$ cat config.mk
export PLATFORM = sky130hd
export DESIGN_NAME = seg_scan_driver
export DESIGN_NICKNAME = d
export VERILOG_FILES = /design/src/rtl/seg_pkg.sv /design/src/rtl/seg_glyph_rom.sv /design/src/rtl/seg_scan_driver.sv
export SDC_FILE = /design/constraint.sdc
export NUM_CORES = 1
export LEC_CHECK = 0
export ABC_AREA = 1
export BUFFER_PORTS_ARGS = -buffer_cell sky130_fd_sc_hd__buf_2
export CAP_MARGIN = 20
export CORE_UTILIZATION = 50
export CTS_CLUSTER_SIZE = 30
export DETAILED_ROUTE_END_ITERATION = 8
export PLACE_DENSITY = 0.81
export SLEW_MARGIN = 30
export SYNTH_ARGS = -nofsm -noshare
export SYNTH_HDL_FRONTEND = slang
export SYNTH_SLANG_ARGS = --single-unit
export TNS_END_PERCENT = 10
$ cat constraint.sdc
create_clock -name clk -period 3.17 [get_ports clk]
set_input_delay 0.1585 -clock clk [delete_from_list [all_inputs] [get_ports clk]]
set_output_delay 0.1585 -clock clk [all_outputs]
set_load 0.02 [all_outputs]
$ cat src/rtl/seg_pkg.sv
// Shared types, glyph constants and the 5-bit code to 7-segment lookup
// for the multiplexed seven-segment display driver.
package seg_pkg;

    localparam int unsigned CODE_W  = 5;
    localparam int unsigned GLYPH_W = 7;
    localparam int unsigned SEG_W   = 8;

    localparam logic [CODE_W-1:0] GLYPH_A     = 5'd10;
    localparam logic [CODE_W-1:0] GLYPH_B     = 5'd11;
    localparam logic [CODE_W-1:0] GLYPH_C     = 5'd12;
    localparam logic [CODE_W-1:0] GLYPH_D     = 5'd13;
    localparam logic [CODE_W-1:0] GLYPH_E     = 5'd14;
    localparam logic [CODE_W-1:0] GLYPH_F     = 5'd15;
    localparam logic [CODE_W-1:0] GLYPH_P     = 5'd16;
    localparam logic [CODE_W-1:0] GLYPH_DASH  = 5'd17;
    localparam logic [CODE_W-1:0] GLYPH_BLANK = 5'd31;

    localparam logic [SEG_W-1:0] SEG_OFF = 8'hFF;

    typedef enum logic {
        GUARD_S = 1'b0,
        DRIVE_S = 1'b1
    } scan_state_e;

    // One frame-buffer entry per digit.
    typedef struct packed {
        logic [CODE_W-1:0] code;
        logic              dp;
        logic              blank;
    } digit_t;

    // Active-low gfedcba pattern; unassigned codes render dark.
    function automatic logic [GLYPH_W-1:0] glyph_lookup(input logic [CODE_W-1:0] code);
        logic [GLYPH_W-1:0] segs;
        segs = 7'b1111111;
        case (code)
            5'd0:       segs = 7'b1000000;
            5'd1:       segs = 7'b1111001;
            5'd2:       segs = 7'b0100100;
            5'd3:       segs = 7'b0110000;
            5'd4:       segs = 7'b0011001;
            5'd5:       segs = 7'b0010010;
            5'd6:       segs = 7'b0000010;
            5'd7:       segs = 7'b1111000;
            5'd8:       segs = 7'b0000000;
            5'd9:       segs = 7'b0010000;
            GLYPH_A:    segs = 7'b0001000;
            GLYPH_B:    segs = 7'b0000011;
            GLYPH_C:    segs = 7'b1000110;
            GLYPH_D:    segs = 7'b0100001;
            GLYPH_E:    segs = 7'b0000110;
            GLYPH_F:    segs = 7'b0001110;
            GLYPH_P:    segs = 7'b0001100;
            GLYPH_DASH: segs = 7'b0111111;
            default:    segs = 7'b1111111;
        endcase
        return segs;
    endfunction

endpackage

$ cat src/rtl/seg_glyph_rom.sv
// Combinational glyph ROM: 5-bit display code to active-low gfedcba segments.
module seg_glyph_rom
    import seg_pkg::*;
(
    input  logic [CODE_W-1:0]  code,
    output logic [GLYPH_W-1:0] segs_c
);

    assign segs_c = glyph_lookup(code);

endmodule

$ cat src/rtl/seg_scan_driver.sv
// Time-multiplexed seven-segment scanner with a double-buffered frame store;
// new data is swapped into the active buffer only at the end of a full scan.
module seg_scan_driver
    import seg_pkg::*;
#(
    parameter int unsigned NUM_DIGITS  = 4,
    parameter int unsigned REFRESH_DIV = 100000,
    parameter int unsigned GUARD       = 16
) (
    input  logic                       clk,
    input  logic                       rst_n,
    input  logic                       load,
    input  logic [CODE_W*NUM_DIGITS-1:0] codes,
    input  logic [NUM_DIGITS-1:0]      dp_in,
    input  logic [NUM_DIGITS-1:0]      blank_in,
    output logic [NUM_DIGITS-1:0]      anode,
    output logic [SEG_W-1:0]           cathode,
    output logic                       pending,
    output logic                       frame_done
);

    localparam int unsigned CNT_W = (REFRESH_DIV > 1) ? $clog2(REFRESH_DIV) : 1;
    localparam int unsigned IDX_W = (NUM_DIGITS > 1) ? $clog2(NUM_DIGITS) : 1;

    localparam logic [CNT_W-1:0] CNT_LAST = CNT_W'(REFRESH_DIV - 1);
    localparam logic [IDX_W-1:0] IDX_LAST = IDX_W'(NUM_DIGITS - 1);

    localparam digit_t      RESET_DIGIT = '{code: GLYPH_BLANK, dp: 1'b0, blank: 1'b1};
    localparam scan_state_e RESET_STATE = (GUARD > 0) ? GUARD_S : DRIVE_S;

    logic [CNT_W-1:0]      cnt_q, cnt_d;
    logic [IDX_W-1:0]      idx_q, idx_d;
    scan_state_e           state_q, state_d;
    digit_t [NUM_DIGITS-1:0] act_q, act_d;
    digit_t [NUM_DIGITS-1:0] shd_q, shd_d;
    logic                  pending_q, pending_d;
    logic                  frame_done_q, frame_done_d;
    logic [NUM_DIGITS-1:0] anode_q, anode_d;
    logic [SEG_W-1:0]      cathode_q, cathode_d;

    logic                  boundary_c;
    logic                  next_in_guard_c;
    digit_t [NUM_DIGITS-1:0] load_frame_c;
    digit_t                cur_c;
    logic [GLYPH_W-1:0]    glyph_c;

    // Slot counter and digit index.
    always_comb begin
        cnt_d      = cnt_q + CNT_W'(1);
        idx_d      = idx_q;
        boundary_c = 1'b0;
        if (cnt_q == CNT_LAST) begin
            cnt_d      = '0;
            idx_d      = (idx_q == IDX_LAST) ? '0 : idx_q + IDX_W'(1);
            boundary_c = (idx_q == IDX_LAST);
        end
    end

    if (GUARD > 0) begin : g_guard
        assign next_in_guard_c = (cnt_d < CNT_W'(GUARD));
    end else begin : g_no_guard
        assign next_in_guard_c = 1'b0;
    end

    // Pack the load inputs and pick the digit currently addressed.
    always_comb begin
        cur_c = act_q[0];
        for (int i = 0; i < NUM_DIGITS; i++) begin
            load_frame_c[i].code  = codes[i*CODE_W +: CODE_W];
            load_frame_c[i].dp    = dp_in[i];
            load_frame_c[i].blank = blank_in[i];
            if (idx_q == IDX_W'(i)) begin
                cur_c = act_q[i];
            end
        end
    end

    seg_glyph_rom u_glyph_rom (
        .code   (cur_c.code),
        .segs_c (glyph_c)
    );

    // Next state, registered pin values and buffer handover.
    always_comb begin
        state_d      = next_in_guard_c ? GUARD_S : DRIVE_S;
        act_d        = act_q;
        shd_d        = shd_q;
        pending_d    = pending_q;
        frame_done_d = 1'b0;
        anode_d      = '1;
        cathode_d    = SEG_OFF;

        case (state_q)
            GUARD_S: ;
            DRIVE_S: begin
                for (int i = 0; i < NUM_DIGITS; i++) begin
                    anode_d[i] = (idx_q != IDX_W'(i));
                end
                cathode_d = cur_c.blank ? SEG_OFF : {~cur_c.dp, glyph_c};
            end
            default: ;
        endcase

        if (boundary_c) begin
            frame_done_d = 1'b1;
            pending_d    = 1'b0;
            if (load) begin
                act_d = load_frame_c;
                shd_d = load_frame_c;
            end else if (pending_q) begin
                act_d = shd_q;
            end
        end else if (load) begin
            shd_d     = load_frame_c;
            pending_d = 1'b1;
        end
    end

    always_ff @(posedge clk) begin
        if (!rst_n) begin
            cnt_q        <= '0;
            idx_q        <= '0;
            state_q      <= RESET_STATE;
            act_q        <= {NUM_DIGITS{RESET_DIGIT}};
            shd_q        <= {NUM_DIGITS{RESET_DIGIT}};
            pending_q    <= 1'b0;
            frame_done_q <= 1'b0;
            anode_q      <= '1;
            cathode_q    <= SEG_OFF;
        end else begin
            cnt_q        <= cnt_d;
            idx_q        <= idx_d;
            state_q      <= state_d;
            act_q        <= act_d;
            shd_q        <= shd_d;
            pending_q    <= pending_d;
            frame_done_q <= frame_done_d;
            anode_q      <= anode_d;
            cathode_q    <= cathode_d;
        end
    end

    assign anode      = anode_q;
    assign cathode    = cathode_q;
    assign pending    = pending_q;
    assign frame_done = frame_done_q;

endmodule

==> flow_summary.ini <==
[grt]
grt_use_met1_pct = 27.1
grtUsageMet2_pct = 35.1
grt_first_pass_wirelength_um = 14500
met3_usage_pct = 5.17
grt_pass1_vias = 3281
top_usage_layer = met2
overflow = 0
antenna_found_initial = 0
gr-usage-all-layers_pct = 21.2
grt_start_max_net_pins = 34

[sta]
min_period_over_period_pct = 79.9
finalHoldViolations = 0
skew_ns = 0.00948
setup_slack_ns = 0.637
final.setup.tns_ns = 0
slew-limit-headroom_pct = 47.6
setup_viol = 0
worst_slew_pin_slew_ns = 0.783
fmax_mhz = 395
slew_viol_final = 0
period_needed_ns = 2.53
rsz0062_at_grt = false

[yosys]
syn_inst = 579
yosysSeqAreaShare_pct = 43.6
synth_ff_type = dfxtp_1
synth.area.top_cells = dfxtp_1 44%, nand2_1 18%, nand3_1 5.7%
synth_edf_count = 0
async_flop_share_pct = 0
synth_top_area_share_pct = 43.6
syn_area_mm2 = 0.00413
ys_types = 33
synthesis.nets = 621
avgSynthCellArea_um2 = 7.14
synth_top_cell_by_area = dfxtp_1
yosysWarnings = 0
synth-seq-cells = 90

[worst_hold_path]
hp-start = codes[17]
holdCritPathClass = in2reg

[clock_network]
clkSlewWorstSetupHoldPaths_ns = 0.09
cts_resized = 0
cts-root-buf = clkbuf_8
cts_hold_buf = 0
tritoncts = done
h-tree-depth = 3
numCtsBuffers = 9
postCtsSetupRepairBufs = 0
clk-insertion-delay-late_ns = 0.36
clock_sinks = 90
clockBufferDepth = 2

[floorplan]
die_area_mm2 = 0.00863
start_util_pct = 52.7
fp-row-count = 32
die_x_um = 92.9
die_y_um = 92.9
coreArea_mm2 = 0.00785
num_io_pins = 45

[drt]
drt_iter0_drc = 160
vias = 3581
drc = 0
drtPass1Iterations = 4
finalWirelength_um = 8620
wl_per_cell_um = 12.0
antenna_left = 0
routed_via_density = 4.97

[power]
powerDensity_mw_per_mm2 = 456
p_int_w = 0.00159
power_frac_clock_pct = 38.4
p_seq_share_pct = 56.1
comb_power_share_pct = 5.4
sw_frac_of_total_pct = 23.8
p_sw_w = 0.000496
p_leak_nw = 2.16
ir_worst_vdd_mv = 0.371
design_power_total_w = 0.00208

[flow_run]
cap_violations = 0

[setup_path]
cp-endpoint = cathode[0]
slowest_delay_ns = 0.61
path_cells = ha_1, inv_1, o21ai_0, inv_1, ha_1, inv_1, o21ai_0, nand2_1, nand2_1, nand2_1, nand2_1
start_kind = register
cp-startpoint = idx_q[0]
critPathSlowestCell = o21ai_0
endpoint_kind = register
crit_type = reg2reg
crit_fanout = 9
rr_worst_depth = 11
regToRegEndpoint = cathode[0]
arrival_ns = 2.77
crit_top_cell = nand2_1
critPathRequiredTime_ns = 3.41
ff2ff_setup_slack_ns = 0.64
r2r-start = idx_q[0]

[place]
place_area_mm2 = 0.00436
pre_cts_ws_ns = 0.637
hpwl_um = 6330
port-buffer-count = 44
place_congestion = 0.914

[layout]
final_util_pct = 58.1
final_common_cell = nand2_1
layout.nets = 655
drive_above_1_share_pct = 13.4
mostFrequentLayoutCells = 199 x nand2_1, 90 x dfxtp_1, 59 x nor2_1
design_area_mm2 = 0.00456
area_growth_pct = 10.4
diodes = 0
n_fill_cell = 769

[run_status]
status = complete, no violations
## power groups by stage
| stage | clock network [W] | logic (W) | registers (W) |
|---|---|---|---|
| 5_1_grt | 0.000855 | 0.000131 | 0.00117 |
| 4_1_cts | 0.000808 | 0.000114 | 0.00117 |
| 2_1_floorplan | 0 | 0.0000766 | 0.00119 |
| 3_3_place_gp | 0 | 0.000110 | 0.00119 |
| 3_5_place_dp | 0 | 0.000114 | 0.00119 |
| 6_report | 0.000800 | 0.000113 | 0.00117 |
## per-layer routing
metal	vias to the layer above	part of all wire [%]
met5	-	0
met4	0	1.1
met3	9	4.6
met2	78	47
met1	1607	47
li1	1887	-
## kinds of logic after synthesis
| kind of cell | Yosys count | share of synthesized area (%) |
|---|---|---|
| flops | 90 | 43.6 |
| fa+ha+maj | 11 | 3.33 |
| simple gates | 323 | 32.3 |
| compound gates | 68 | 10.8 |
| mux | 4 | 0.969 |
| buf+inv | 82 | 8.78 |
| xor+xnor | 1 | 0.212 |
## worst min path at each step
stage	cells past startpoint	endpoint
after floorplan	2	shd_q[10]
after global placement	3	shd_q[12]
after detailed placement	3	shd_q[25]
after CTS	3	shd_q[3]
after global routing	3	shd_q[3]
final	3	shd_q[25]
## critical path, delay by kind of cell (launching register included)
kind	cells	cell delay [ns]
DFF	1	0.39
adders and majority gates	2	0.61
and+or+nand+nor	4	0.24
buffers and inverters	3	0.48
AOI/OAI and AO/OA	2	0.69
## synthesized netlist by cell type (3+ instances only)
cell	instances
dfxtp_1	90
nor2_1	59
inv_1	56
buf_6	3
nor3_1	5
nand4_1	5
o21ai_0	19
nand2_1	199
nand3_1	47
buf_4	3
o21ai_1	11
o211ai_1	5
clkbuf_1	9
a21oi_1	19
a211oi_2	4
mux2i_1	4
o21bai_1	3
o211ai_2	3
nor2_4	3
buf_2	4
buf_1	3
ha_1	11
## final cells by class
cell class              count  area (µm²)  area share (%)
clock buffers              10         138            3.02
clock inverters             6        65.1            1.43
inverters                  59         226            4.96
multi-input cells         407        1970            43.1
flip-flops and latches     90        1800            39.5
well taps                 102         128            2.80
repair buffers             46         235            5.16
## sequential cells by signal (all words and copies together), names as in the netlist
register and cells:
act_q 28, anode 4, cathode 8, cnt_q 17, frame_done 1, idx_q 2
pending 1, shd_q 28, state_q 1
## per-stage QoR
step	instances	hold slack, ns
5_1_grt	720	0.0353
6_report	720	0.0308
3_3_place_gp	704	0.391
4_1_cts	720	0.0246
2_1_floorplan	579	0.303
3_5_place_dp	704	0.395
(Power assumes the default switching activity.)
